### config.mk
export PLATFORM = sky130hd
export DESIGN_NAME = sentinel_key_presenter
export DESIGN_NICKNAME = d
export VERILOG_FILES = /design/src/rtl/sentinel_pkg.sv /design/src/rtl/sentinel_cycle_timer.sv /design/src/rtl/sentinel_key_presenter.sv
export SDC_FILE = /design/constraint.sdc
export NUM_CORES = 1
export LEC_CHECK = 0
export BUFFER_PORTS_ARGS = -buffer_cell sky130_fd_sc_hd__buf_2
export CORE_MARGIN = 4
export CORE_UTILIZATION = 40
export CTS_CLUSTER_SIZE = 40
export DETAILED_ROUTE_END_ITERATION = 8
export GPL_TIMING_DRIVEN = 0
export SETUP_SLACK_MARGIN = 0.3
export SLEW_MARGIN = 40
export SYNTH_ARGS = -nofsm -noshare
export SYNTH_HDL_FRONTEND = slang
export SYNTH_SLANG_ARGS = --single-unit
### constraint.sdc
create_clock -name clk -period 2.99 [get_ports clk]
set_input_delay 0.299 -clock clk [delete_from_list [all_inputs] [get_ports clk]]
set_output_delay 0.299 -clock clk [all_outputs]
set_load 0.005 [all_outputs]
### src/rtl/sentinel_pkg.sv
// Shared types for the Sentinel key presenter: FSM state enum and 7-seg glyphs.
// The 7-seg glyphs are used by sentinel_key_presenter when SENTINEL_PRESENTER_SEG_EN is defined.
package sentinel_pkg;

    typedef enum logic [2:0] {
        ST_IDLE    = 3'd0,
        ST_PRESENT = 3'd1,
        ST_BACKOFF = 3'd2,
        ST_DONE    = 3'd3,
        ST_FAIL    = 3'd4
    } sentinel_presenter_state_e;

    // Active-low {dp,g..a} glyphs.
    localparam logic [7:0] SegLocked   = 8'hC7;
    localparam logic [7:0] SegVerified = 8'hC1;
    localparam logic [7:0] SegOff      = 8'hFF;
    localparam logic [7:0] SegBusy     = 8'hBF;

    function automatic logic [7:0] seg_for_state(input sentinel_presenter_state_e s);
        logic [7:0] seg;
        seg = SegOff;
        case (s)
            ST_PRESENT, ST_BACKOFF: seg = SegBusy;
            ST_DONE:                seg = SegVerified;
            ST_FAIL:                seg = SegLocked;
            default:                seg = SegOff;
        endcase
        return seg;
    endfunction

endpackage

### src/rtl/sentinel_cycle_timer.sv
// Down-counting cycle timer: load a value, count down while enabled, flag at zero.
// A single instance serves both the per-byte timeout and the retry backoff.
module sentinel_cycle_timer #(
    parameter int W = 8
) (
    input  logic         clk,
    input  logic         rst,
    input  logic         load,
    input  logic         clear,
    input  logic [W-1:0] load_value,
    input  logic         enable,
    output logic         expired
);

    logic [W-1:0] count;

    always_ff @(posedge clk) begin
        if (rst || clear) begin
            count <= '0;
        end else if (load) begin
            count <= load_value;
        end else if (enable && (count != '0)) begin
            count <= count - W'(1);
        end
    end

    assign expired = (count == '0);

endmodule

### src/rtl/sentinel_key_presenter.sv
// Sentinel initiator: presents KEY byte by byte over valid/ack/nak with timeout,
// bounded retries and backoff. Optional 7-seg status under SENTINEL_PRESENTER_SEG_EN.
module sentinel_key_presenter
    import sentinel_pkg::*;
#(
    parameter int                  KEY_LEN        = 4,
    parameter logic [8*KEY_LEN-1:0] KEY           = 32'h0FC35AB6,
    parameter int                  TIMEOUT_CYCLES = 255,
    parameter int                  MAX_RETRIES    = 3,
    parameter int                  BACKOFF_CYCLES = 16
) (
    input  logic       clk,
    input  logic       rst,
    input  logic       start,
    output logic [7:0] key_out,
    output logic       key_valid,
    input  logic       lock_ack,
    input  logic       lock_nak,
    output logic       busy,
    output logic       done,
    output logic       fail,
    output logic [3:0] attempt_cnt,
    output logic [7:0] seg_out,
    output logic [2:0] fsm_state
);

    localparam int TW_TO = $clog2(TIMEOUT_CYCLES + 1);
    localparam int TW_BO = $clog2(BACKOFF_CYCLES + 1);
    localparam int TW    = (TW_TO > TW_BO) ? TW_TO : TW_BO;
    localparam int IW    = (KEY_LEN > 1) ? $clog2(KEY_LEN) : 1;

    // Loaded with N-1 so that expiry lands on the N-th counted cycle.
    localparam logic [TW-1:0] TimeoutLoad = TW'(TIMEOUT_CYCLES - 1);
    localparam logic [TW-1:0] BackoffLoad = TW'(BACKOFF_CYCLES - 1);
    localparam logic [IW-1:0] LastIdx     = IW'(KEY_LEN - 1);
    localparam logic [3:0]    MaxRetries  = 4'(MAX_RETRIES);

    sentinel_presenter_state_e state_q, state_d;
    logic [IW-1:0]             idx_q, idx_d;
    logic [3:0]                att_q, att_d;
    logic                      tmr_load, tmr_clear, tmr_en, tmr_expired;
    logic [TW-1:0]             tmr_value;

    sentinel_cycle_timer #(.W(TW)) u_timer (
        .clk        (clk),
        .rst        (rst),
        .load       (tmr_load),
        .clear      (tmr_clear),
        .load_value (tmr_value),
        .enable     (tmr_en),
        .expired    (tmr_expired)
    );

    always_ff @(posedge clk) begin
        if (rst) begin
            state_q <= ST_IDLE;
            idx_q   <= '0;
            att_q   <= '0;
        end else begin
            state_q <= state_d;
            idx_q   <= idx_d;
            att_q   <= att_d;
        end
    end

    always_comb begin
        state_d   = state_q;
        idx_d     = idx_q;
        att_d     = att_q;
        tmr_load  = 1'b0;
        tmr_clear = 1'b0;
        tmr_en    = 1'b0;
        tmr_value = TimeoutLoad;
        case (state_q)
            ST_IDLE, ST_DONE, ST_FAIL: begin
                if (start) begin
                    state_d  = ST_PRESENT;
                    idx_d    = '0;
                    att_d    = '0;
                    tmr_load = 1'b1;
                end
            end
            ST_PRESENT: begin
                tmr_en = 1'b1;
                // nak beats ack; ack beats a simultaneous timeout.
                if (lock_nak || (!lock_ack && tmr_expired)) begin
                    if (att_q == MaxRetries) begin
                        state_d   = ST_FAIL;
                        tmr_clear = 1'b1;
                    end else begin
                        state_d   = ST_BACKOFF;
                        att_d     = att_q + 4'd1;
                        tmr_load  = 1'b1;
                        tmr_value = BackoffLoad;
                    end
                end else if (lock_ack) begin
                    if (idx_q == LastIdx) begin
                        state_d   = ST_DONE;
                        tmr_clear = 1'b1;
                    end else begin
                        idx_d    = idx_q + IW'(1);
                        tmr_load = 1'b1;
                    end
                end
            end
            ST_BACKOFF: begin
                tmr_en = 1'b1;
                if (tmr_expired) begin
                    state_d  = ST_PRESENT;
                    idx_d    = '0;
                    tmr_load = 1'b1;
                end
            end
            default: begin
                state_d   = ST_IDLE;
                tmr_clear = 1'b1;
            end
        endcase
    end

    assign key_valid   = (state_q == ST_PRESENT);
    assign key_out     = key_valid ? KEY[{idx_q, 3'b000} +: 8] : 8'h00;
    assign busy        = (state_q == ST_PRESENT) || (state_q == ST_BACKOFF);
    assign done        = (state_q == ST_DONE);
    assign fail        = (state_q == ST_FAIL);
    assign attempt_cnt = att_q;
    assign fsm_state   = state_q;

`ifdef SENTINEL_PRESENTER_SEG_EN
    // Decoded from next state so the digit changes on the same edge as the state.
    logic [7:0] seg_q;

    always_ff @(posedge clk) begin
        if (rst) begin
            seg_q <= SegOff;
        end else begin
            seg_q <= seg_for_state(state_d);
        end
    end

    assign seg_out = seg_q;
`else
    assign seg_out = SegOff;
`endif

endmodule
==> results of run 1 <==
==> cells in the mapped netlist (all sizes together) <==
| cell | instances | area share, % |
|---|---|---|
| mux2 | 1 | 0.92 |
| ha | 6 | 6.1 |
| and2b | 2 | 1.3 |
| nand3b | 3 | 1.8 |
| xnor2 | 2 | 1.4 |
| and3 | 2 | 1.0 |
| a211o | 1 | 0.71 |
| nand2b | 1 | 0.51 |
| nand4b | 2 | 1.4 |
| buf | 13 | 8.9 |
| dfxtp | 17 | 28 |
| a211oi | 1 | 1.0 |
| nor3b | 2 | 1.2 |
| a21oi | 14 | 5.7 |
| clkbuf | 2 | 1.4 |
| nor2b | 4 | 2.0 |
| a32oi | 1 | 0.71 |
| o21ai | 4 | 1.6 |
| and2 | 4 | 2.0 |
| a31o | 1 | 0.71 |
| nor4 | 1 | 1.7 |
| a2111oi | 1 | 0.71 |
| nor4b | 1 | 0.71 |
| o211ai | 1 | 0.61 |
| mux2i | 1 | 0.81 |
| nand2 | 9 | 2.7 |
| o31ai | 1 | 0.61 |
| a21bo | 1 | 0.81 |
| a221oi | 1 | 0.71 |
| nor4bb | 1 | 0.81 |
| nor3 | 4 | 2.5 |
| xor2 | 7 | 5.0 |
| a31oi | 1 | 0.51 |
| or3b | 1 | 0.92 |
| o21a | 1 | 0.61 |
| nand3 | 4 | 1.6 |
| a21o | 1 | 0.71 |
| o22ai | 1 | 0.51 |
| and3b | 1 | 0.71 |
| nor2 | 20 | 6.1 |
| inv | 6 | 1.8 |
| conb | 1 | 0.31 |
==> flip-flops by register name, indices dropped and copies added, names as in the netlist <==
name           count
u_timer.count      8
idx_q              2
fsm_state          3
attempt_cnt        4
==> cell type report <==
type                    count  area [um^2]
flip-flops and latches     17          340
clock inverters             1         5.00
clock buffers               3         22.5
fillers                   302         1410
plain buffers              15          126
repair buffers             23          115
multi-input cells         118          771
inverters                   6         22.5
well taps                  31         38.8
==> power breakdown <==
part / internal (uW) / leakage, uW / total (uW) / switching [uW]
Clock: 49.7 / 0.0000177 / 128 / 78.2
Combinational: 129 / 0.000505 / 271 / 143
Sequential: 254 / 0.000140 / 283 / 29.7
==> critical path, delay by kind of cell (launching register included) <==
kind | cells | cell delay [ps]
adder cells (fa/ha/maj) | 1 | 180
AND/OR/NAND/NOR | 3 | 830
flip-flops | 1 | 340
buffers and inverters | 1 | 110
AO/OA/AOI/OAI | 1 | 280
multiplexers | 1 | 370
==> final timing paths <==
path	start	to	slack (ps)	cells past startpoint
max	u_timer.count[0]	attempt_cnt[0]	810	7
min	start	fsm_state[2]	330	3
max reg2reg	u_timer.count[0]	attempt_cnt[0]	810	7
min reg2reg	attempt_cnt[1]	attempt_cnt[1]	530	2
==> per-stage QoR <==
step | instances | setup slack (ps) | util [%] | hold slack [ps]
floorplan | 156 | 1080 | - | 481
global placement | 210 | 804 | 49.4 | 498
detailed placement | 210 | 834 | 49.4 | 512
CTS | 214 | 805 | 50.4 | 311
global route | 214 | 574 | 50.5 | 331
finish | 214 | 807 | 50.5 | 330
==> kinds of logic (layout without fill, tap and decap cells) <==
kind of cell             count (synthesis)  in the layout  share of synthesized area, %
AND/OR/NAND/NOR                         62             62                          29.3
AO/OA/AOI/OAI                           31             31                          16.3
buffers and inverters                   21             48                          12.1
flip-flops                              17             17                          27.7
XOR/XNOR                                 9              9                          6.42
adder cells (fa/ha/maj)                  6              6                          6.11
multiplexers                             2              2                          1.73
other                                    1              8                         0.305
==> per-layer routing <==
metal / GRT usage (%) / routed length [um]
met5: 0 / 0
met4: 4.85 / 20
met3: 3.02 / 118
met2: 21.9 / 1260
met1: 17.5 / 1270
==> cell usage in the layout (no fill, tap or decap), types with 2 or more instances in the layout <==
master,instances
conb_1,8
buf_2,23
xor2_1,7
nor3_1,3
ha_1,6
and3_1,2
clkbuf_4,3
o21ai_0,4
buf_4,10
a21oi_1,14
nand2_1,9
nor2b_1,4
buf_6,3
xnor2_1,2
and2_1,4
nand3b_1,3
nand4b_1,2
nor2_1,20
nand3_1,4
inv_1,6
dfxtp_1,17
==> metrics, run 1 <==
# setup viols final 0; Slowest-stage cell, CP nor4b_1; Overall Power 683 uW; outcome finished clean; Starting Density 43.1%; worst slew pin tran 542 ps; die span in y 63.4 um; Seq/Total Area, Yosys 27.7%; CTS max path bufs 2; GR Util All Layers 13.5%; CTS sink cnt 17; I/O Pins 32; Remaining DRCs 0; fin crit period 2180 ps; RSZ-0062 raised after global routing false; WS Path Type register to register; CP max stage delay 410 ps; Crit. End Element register; initial DRC count 50; mean post-synth cell area 8.25 um^2; largest net degree at the start of global routing 11; Peak VDD IR 234 uV; vias in the first global route 975; initial antenna violation count 0; post-detailed-placement half-perimeter wirelength 2090 um; share of cells above drive strength 1 27.9%; Post-Syn Instances 149; WL/cell 12.5 um; Post-Syn Area 1230 um^2; CTS tree yes; count of buffers from port buffering 23; drt pass-1 iters 5; Static Leak 0.000662 uW; final hold vios 0; Final #Nets 195; first-pass GRT wire length 4420 um; antenna cells 0; worst hold-check path type primary input to register; H-tree levels 1; power per cell area 474 nW/um^2; Achievable Freq 458 MHz; fin crit share 73.0%; Arr. time, crit path 2420 ps; Die ar. 4020 um^2; Vias per Instance 5.02; total CTS buffers 3; GPL Wtd Cong 0.814; CTS clk-pin slew, worst paths 110 ps; post-route ant nets 0; flop and latch count out of synthesis 17; post-CTS sizing 0; hold buffers post-CTS 0; fin area 1440 um^2; Setup crit start kind register; critical-path cell list inv_1 > ha_1 > nor4b_1 > a21oi_1 > nor3_4 > mux2_2 > nor2_1; Ys Warns 0; Setup Fix Bufs, Post-CTS 0; Cell Area, Placed 1410 um^2; Fin Setup TNS 0 ps; Cell variety after synth 46; Detailed Route WL 2670 um; die width 63.4 um; row count 19; P&R area growth vs syn 17.3%; clk_skew 2.37 ps; Vias 1,074; Max FO, Critical Path 6; core area 2850 um^2; fin. max-slew vios 0; Max Cap Viol 0; Root Driver clkbuf_4; clk_lat worst skew 290 ps; Slew headroom 63.9%; total grt overflow 0; Required @ worst endpoint 3230 ps
Power figures use the tool's default switching activity.
==> inputs of run 2 (changes only) <==
--- a/config.mk
+++ b/config.mk
@@ -11,6 +11,7 @@
 export CTS_CLUSTER_SIZE = 40
 export DETAILED_ROUTE_END_ITERATION = 8
 export GPL_TIMING_DRIVEN = 0
+export PLACE_DENSITY = 0.66
 export SETUP_SLACK_MARGIN = 0.3
 export SLEW_MARGIN = 40
 export SYNTH_ARGS = -nofsm -noshare
==> constraint.sdc (replaced) <==
create_clock -name clk -period 2 [get_ports clk]
set_input_delay 0.2 -clock clk [delete_from_list [all_inputs] [get_ports clk]]
set_output_delay 0.2 -clock clk [all_outputs]
set_load 0.005 [all_outputs]
==> run 2 against run 1 <==
Effect of this change: die area unchanged; power up 93%; cell area up 28%; sequential power up 54%; worst hold slack worse by 140 ps; clock power up 60%; core utilization up 14 points; worst setup slack worse by 640 ps; largest cell class unchanged; largest power group is now combinational logic.
==> metrics, run 2 (synthesis results as in run 1) <==
outcome finished clean; CTS clk-pin slew, worst paths 110 ps; clk_lat worst skew 310 ps; vias in the first global route 1,159; clk_skew 1.89 ps; Vias per Instance 5.30; # setup viols final 0; fin crit period 1830 ps; RSZ-0062 raised after global routing true; total CTS buffers 3; fin crit share 91.5%; row count 19; Fin Setup TNS 0 ps; post-route ant nets 0; fin area 1840 um^2; Remaining DRCs 0; R2R Setup Slk 210 ps; Setup crit start kind register; share of cells above drive strength 1 51.7%; initial antenna violation count 0; antenna cells 0; Slowest-stage cell, CP or3b_4; Max Cap Viol 0; Static Leak 0.000821 uW; GR Util All Layers 16.6%; Vias 1,261; CTS max path bufs 2; HP Start start; Required @ worst endpoint 1800 ps; power per cell area 716 nW/um^2; critical-path cell list buf_8 > or3b_4 > buf_6 > inv_4 > and2_4 > buf_6 > buf_6; drt pass-1 iters 4; P&R area growth vs syn 49.7%; Peak VDD IR 309 uV; count of buffers from port buffering 23; worst hold-check path type primary input to register; H-tree levels 1; Root Driver clkbuf_4; initial DRC count 71; FF-to-FF End u_timer.count[6]; Final #Nets 219; Min-Delay Endpoint fsm_state[2]; total grt overflow 0; first-pass GRT wire length 5290 um; Overall Power 1320 uW; most used cell, CP buf_6; GPL Wtd Cong 0.842; final hold vios 0; Arr. time, crit path 1630 ps; I/O Pins 32; WL/cell 14.3 um; fin. max-slew vios 0; CP max stage delay 370 ps; most frequent cells in the layout buf_4, buf_2, nor2_1; Cell Area, Placed 1420 um^2; Max FO, Critical Path 4; die width 63.4 um; CTS sink cnt 17; WS Path Type register to output port; hold path depth 3; Starting Density 43.1%; Detailed Route WL 3400 um; largest net degree at the start of global routing 11; Die ar. 4020 um^2; Achievable Freq 546 MHz; R2R cell count 9; Crit. End Element output port; CTS tree yes; commonest non-fill, non-tap cell in the layout buf_4; hold buffers post-CTS 0; core area 2850 um^2; die span in y 63.4 um; RR Startpoint u_timer.count[0]; post-detailed-placement half-perimeter wirelength 2070 um; Top reg by flops u_timer.count; max FFs per register 8
run 2: cell count changes in the layout (fill, tap and decap cells not counted), moves of 3 or more:
cell and change:
nor2_2 +5, dfxtp_1 -6, buf_4 +17, buf_2 -3, nor2_1 -6, buf_6 +10
inv_1 -3, a21oi_1 -7, dfxtp_2 +6, a21oi_2 +6
run 2: where the power goes:
group          switching, uW  total [uW]  internal (uW)
clock network            130         205           74.9
logic                    314         675            360
registers               55.0         437            382
run 2: what timing repair did:
action / CTS / global route
setup buffers: 18 / 6
pin swaps: 11 / 4
endpoints found under the setup margin: 23 / 27
gates resized for setup: 26 / 29
run 2: worst max path at each step:
stage / depth (start not counted) / to / slack, ps / start
2_1_floorplan: 7 / attempt_cnt[0] / 230 / u_timer.count[0]
3_3_place_gp: 7 / attempt_cnt[0] / 20 / u_timer.count[0]
3_5_place_dp: 7 / attempt_cnt[0] / 20 / u_timer.count[0]
4_1_cts: 7 / key_out[6] / 130 / fsm_state[1]
5_1_grt: 7 / key_out[6] / 100 / fsm_state[1]
6_report: 7 / key_out[6] / 170 / fsm_state[1]
run 2: area by class of cell:
| type | instances | area (um^2) |
|---|---|---|
| buffer | 15 | 135 |
| clock buffer | 3 | 22.5 |
| clock inverter | 1 | 5.00 |
| fill | 225 | 1010 |
| inverter | 6 | 27.5 |
| multi-input combinational | 118 | 930 |
| sequential | 17 | 348 |
| tap | 31 | 38.8 |
| timing repair buffer | 47 | 333 |
run 2: through the flow:
stage | worst slack [ps] | util, % | hold slack [ps] | instances
floorplan | 228 | - | 382 | 156
global placement | 19.4 | 49.8 | 498 | 210
detailed placement | 15.7 | 49.8 | 508 | 210
CTS | 133 | 59.0 | 192 | 232
global route | 105 | 64.5 | 173 | 238
finish | 170 | 64.5 | 193 | 238
run 2: worst max-delay path: cells and delay by family, from the launching register on:
family                 cells  cell delay (ps)
DFF                        1              350
and+or+nand+nor            2              500
buffers and inverters      5              470
run 2: metal layers:
layer  vias to the layer above  GRT usage, %  routed length, um
met3                         9          3.37                210
met1                       594          20.3               1430
met4                         0          9.43                 97
met2                        43          27.0               1670
li1                        615             -                  -
met5                         -             0                  0
==> inputs of run 3 (changes only) <==
--- a/config.mk
+++ b/config.mk
@@ -5,13 +5,15 @@
 export SDC_FILE = /design/constraint.sdc
 export NUM_CORES = 1
 export LEC_CHECK = 0
+export ABC_AREA = 1
 export BUFFER_PORTS_ARGS = -buffer_cell sky130_fd_sc_hd__buf_2
 export CORE_MARGIN = 4
-export CORE_UTILIZATION = 40
+export CORE_UTILIZATION = 48
 export CTS_CLUSTER_SIZE = 40
 export DETAILED_ROUTE_END_ITERATION = 8
 export GPL_TIMING_DRIVEN = 0
-export PLACE_DENSITY = 0.66
+export PLACE_DENSITY = 0.75
+export RECOVER_POWER = 50
 export SETUP_SLACK_MARGIN = 0.3
 export SLEW_MARGIN = 40
 export SYNTH_ARGS = -nofsm -noshare
==> run 3 against run 2 <==
Effect of this change: clock skew increased by 7.8 ps; flip-flop and latch count unchanged; core utilization decreased by 2.9 points; synthesized area increased by 9.8%; critical path depth decreased by 2; worst setup slack improved by 130 ps; count of clock-buffer cells in the layout unchanged; global-route usage decreased by 1.6 points; critical path type unchanged; largest power group unchanged.
==> metrics, run 3 <==
Layout Cells excl Fill 264; largest net degree at the start of global routing 11; CTS max path bufs 2; share of cells above drive strength 1 31.6%; Static Leak 0.000854 uW; final hold vios 0; I/O Pins 32; die span in y 61.0 um; worst hold slack 284 ps; Setup crit start kind register; WS Path Type register to output port; Detailed Route WL 2670 um; max FFs per register 8; clk_lat worst skew 290 ps; fillers 265; Post-Syn Area 1350 um^2; Seq/Total Area, Yosys 25.2%; setup slack after layout 302 ps; CTS tree yes; GPL Wtd Cong 0.811; Post-Syn Instances 199; initial antenna violation count 0; Cell variety after synth 28; Synth area leader dfxtp_1; register area 344 um^2; cell-internal power 1060 uW; area of the multi-input gates 815 um^2; top cell type's share of synthesized area 25.2%; critical-path cell list inv_1 > nand3_1 > inv_1 > clkbuf_4 > buf_2; Ys Warns 0; count of buffers from port buffering 22; commonest non-fill, non-tap cell in the layout nand2_1; R2R Setup Slk 430 ps; post-detailed-placement half-perimeter wirelength 2060 um; initial DRC count 42; Gate power share 66.6%; Root Driver clkbuf_4; Final #Nets 246; EDFF count, synth 0; post-route ant nets 0; Peak VDD IR 793 uV; Top reg by flops u_timer.count; antenna cells 0; hold buffers post-CTS 0; outcome finished clean; Slowest-stage cell, CP dfxtp_1; most used cell, CP inv_1; die width 61.0 um; Fin Setup TNS 0 ps; power per cell area 1340 nW/um^2; cell family with the largest share of critical-path delay buffers and inverters; total CTS buffers 3; Clk pwr share 8.7%; flop and latch count out of synthesis 17; Net Sw Frac 50.0%; most frequent cells in the layout nand2_1, nor2_1, inv_1; Synth area leaders dfxtp_1, nand2_1, inv_1, nor2_1, buf_4; vias in the first global route 1,050; Post-synth top cells nand2_1, inv_1, nor2_1; Vias 1,220; Vias per Instance 4.62; placed cells 258; first-pass GRT wire length 4320 um; drt pass-1 iters 4; Achievable Freq 589 MHz; row count 18; Starting Density 52.5%; CTS clk-pin slew, worst paths 100 ps; core area 2570 um^2; Required @ worst endpoint 1800 ps; Max FO, Critical Path 9; RSZ-0062 raised after global routing true; worst hold-check path type primary input to register; most frequent cell after synthesis nand2_1; post-synthesis async set-or-reset flop share 0%; Remaining DRCs 0; H-tree levels 1; clk_skew 9.67 ps; Max Cap Viol 0; Sequential Power Share 24.7%; total grt overflow 0; Die ar. 3720 um^2; mean post-synth cell area 6.78 um^2; Crit. End Element output port; GR Util All Layers 15.1%; fin crit period 1700 ps; P&R area growth vs syn 17.2%; fin crit share 84.9%; CTS sink cnt 17; fin. max-slew vios 0; Critical path buffers and inverters 4; # setup viols final 0; P_sw 1060 uW; WL/cell 10.1 um; Arr. time, crit path 1500 ps; CP max stage delay 350 ps; Top FF cell, synth dfxtp_1; setup slack at placement 380 ps
==> run 3: cell count changes in the layout (fill, tap and decap cells not counted), sizes merged, moves of 3 or more <==
cell | previous run | this run
a21oi | 14 | 11
and2 | 4 | 0
buf | 61 | 28
clkbuf | 4 | 11
inv | 6 | 38
nand2 | 9 | 43
nand3 | 4 | 16
nand3b | 3 | 0
nand4 | 0 | 6
nor2 | 20 | 31
nor2b | 4 | 0
nor3 | 4 | 1
o21ai | 4 | 8
==> run 3: final timing paths <==
path,start,endpoint,cells after the start
worst max-delay path,fsm_state[1],key_out[1],5
worst min-delay path,rst,fsm_state[2],2
worst max register to register,u_timer.count[0],u_timer.count[7],14
worst min register to register,idx_q[0],idx_q[0],2
==> run 3: power groups by stage <==
stage	combinational [uW]	sequential (uW)	clock [uW]
4_1_cts	1370	520	195
3_5_place_dp	1360	528	0
2_1_floorplan	1090	516	0
6_report	1410	523	185
5_1_grt	1580	541	211
3_3_place_gp	1340	527	0
==> run 3: final cells by class <==
| type | count | share of cell area [%] |
|---|---|---|
| Buffer | 13 | 6.18 |
| Sequential cell | 17 | 21.8 |
| Tap cell | 30 | 2.38 |
| Clock buffer | 3 | 1.43 |
| Clock inverter | 1 | 0.317 |
| Multi-Input combinational cell | 139 | 51.5 |
| Inverter | 38 | 9.18 |
| Timing Repair Buffer | 23 | 7.21 |
==> run 3: kinds of logic after synthesis <==
kind of cell	Yosys count	share of synthesized area [%]
other	1	0.278
AND/OR/NAND/NOR	96	37.5
AO/OA/AOI/OAI	20	8.44
buffers and inverters	51	17.8
adder cells (fa/ha/maj)	6	5.57
XOR/XNOR	8	5.20
flip-flops	17	25.2
==> run 3: routing by layer <==
metal | up-vias | track usage, % | wire (um)
met4 | 0 | 4.64 | 25
met5 | - | 0 | 0
met3 | 2 | 2.52 | 106
li1 | 669 | - | -
met1 | 524 | 20.5 | 1370
met2 | 25 | 24.4 | 1170
==> run 3: metrics by stage <==
stage	utilization (%)	total power, uW	instance area [um^2]
4_1_cts	60.4	2080	1550
2_1_floorplan	-	1610	1380
3_5_place_dp	59.3	1890	1520
6_report	61.5	2120	1580
5_1_grt	61.5	2330	1580
3_3_place_gp	59.3	1870	1520
==> run 3: timing repair <==
item	in CTS	in global routing
buffers inserted	0	1
resized for setup	0	11
setup endpoints to repair	0	13
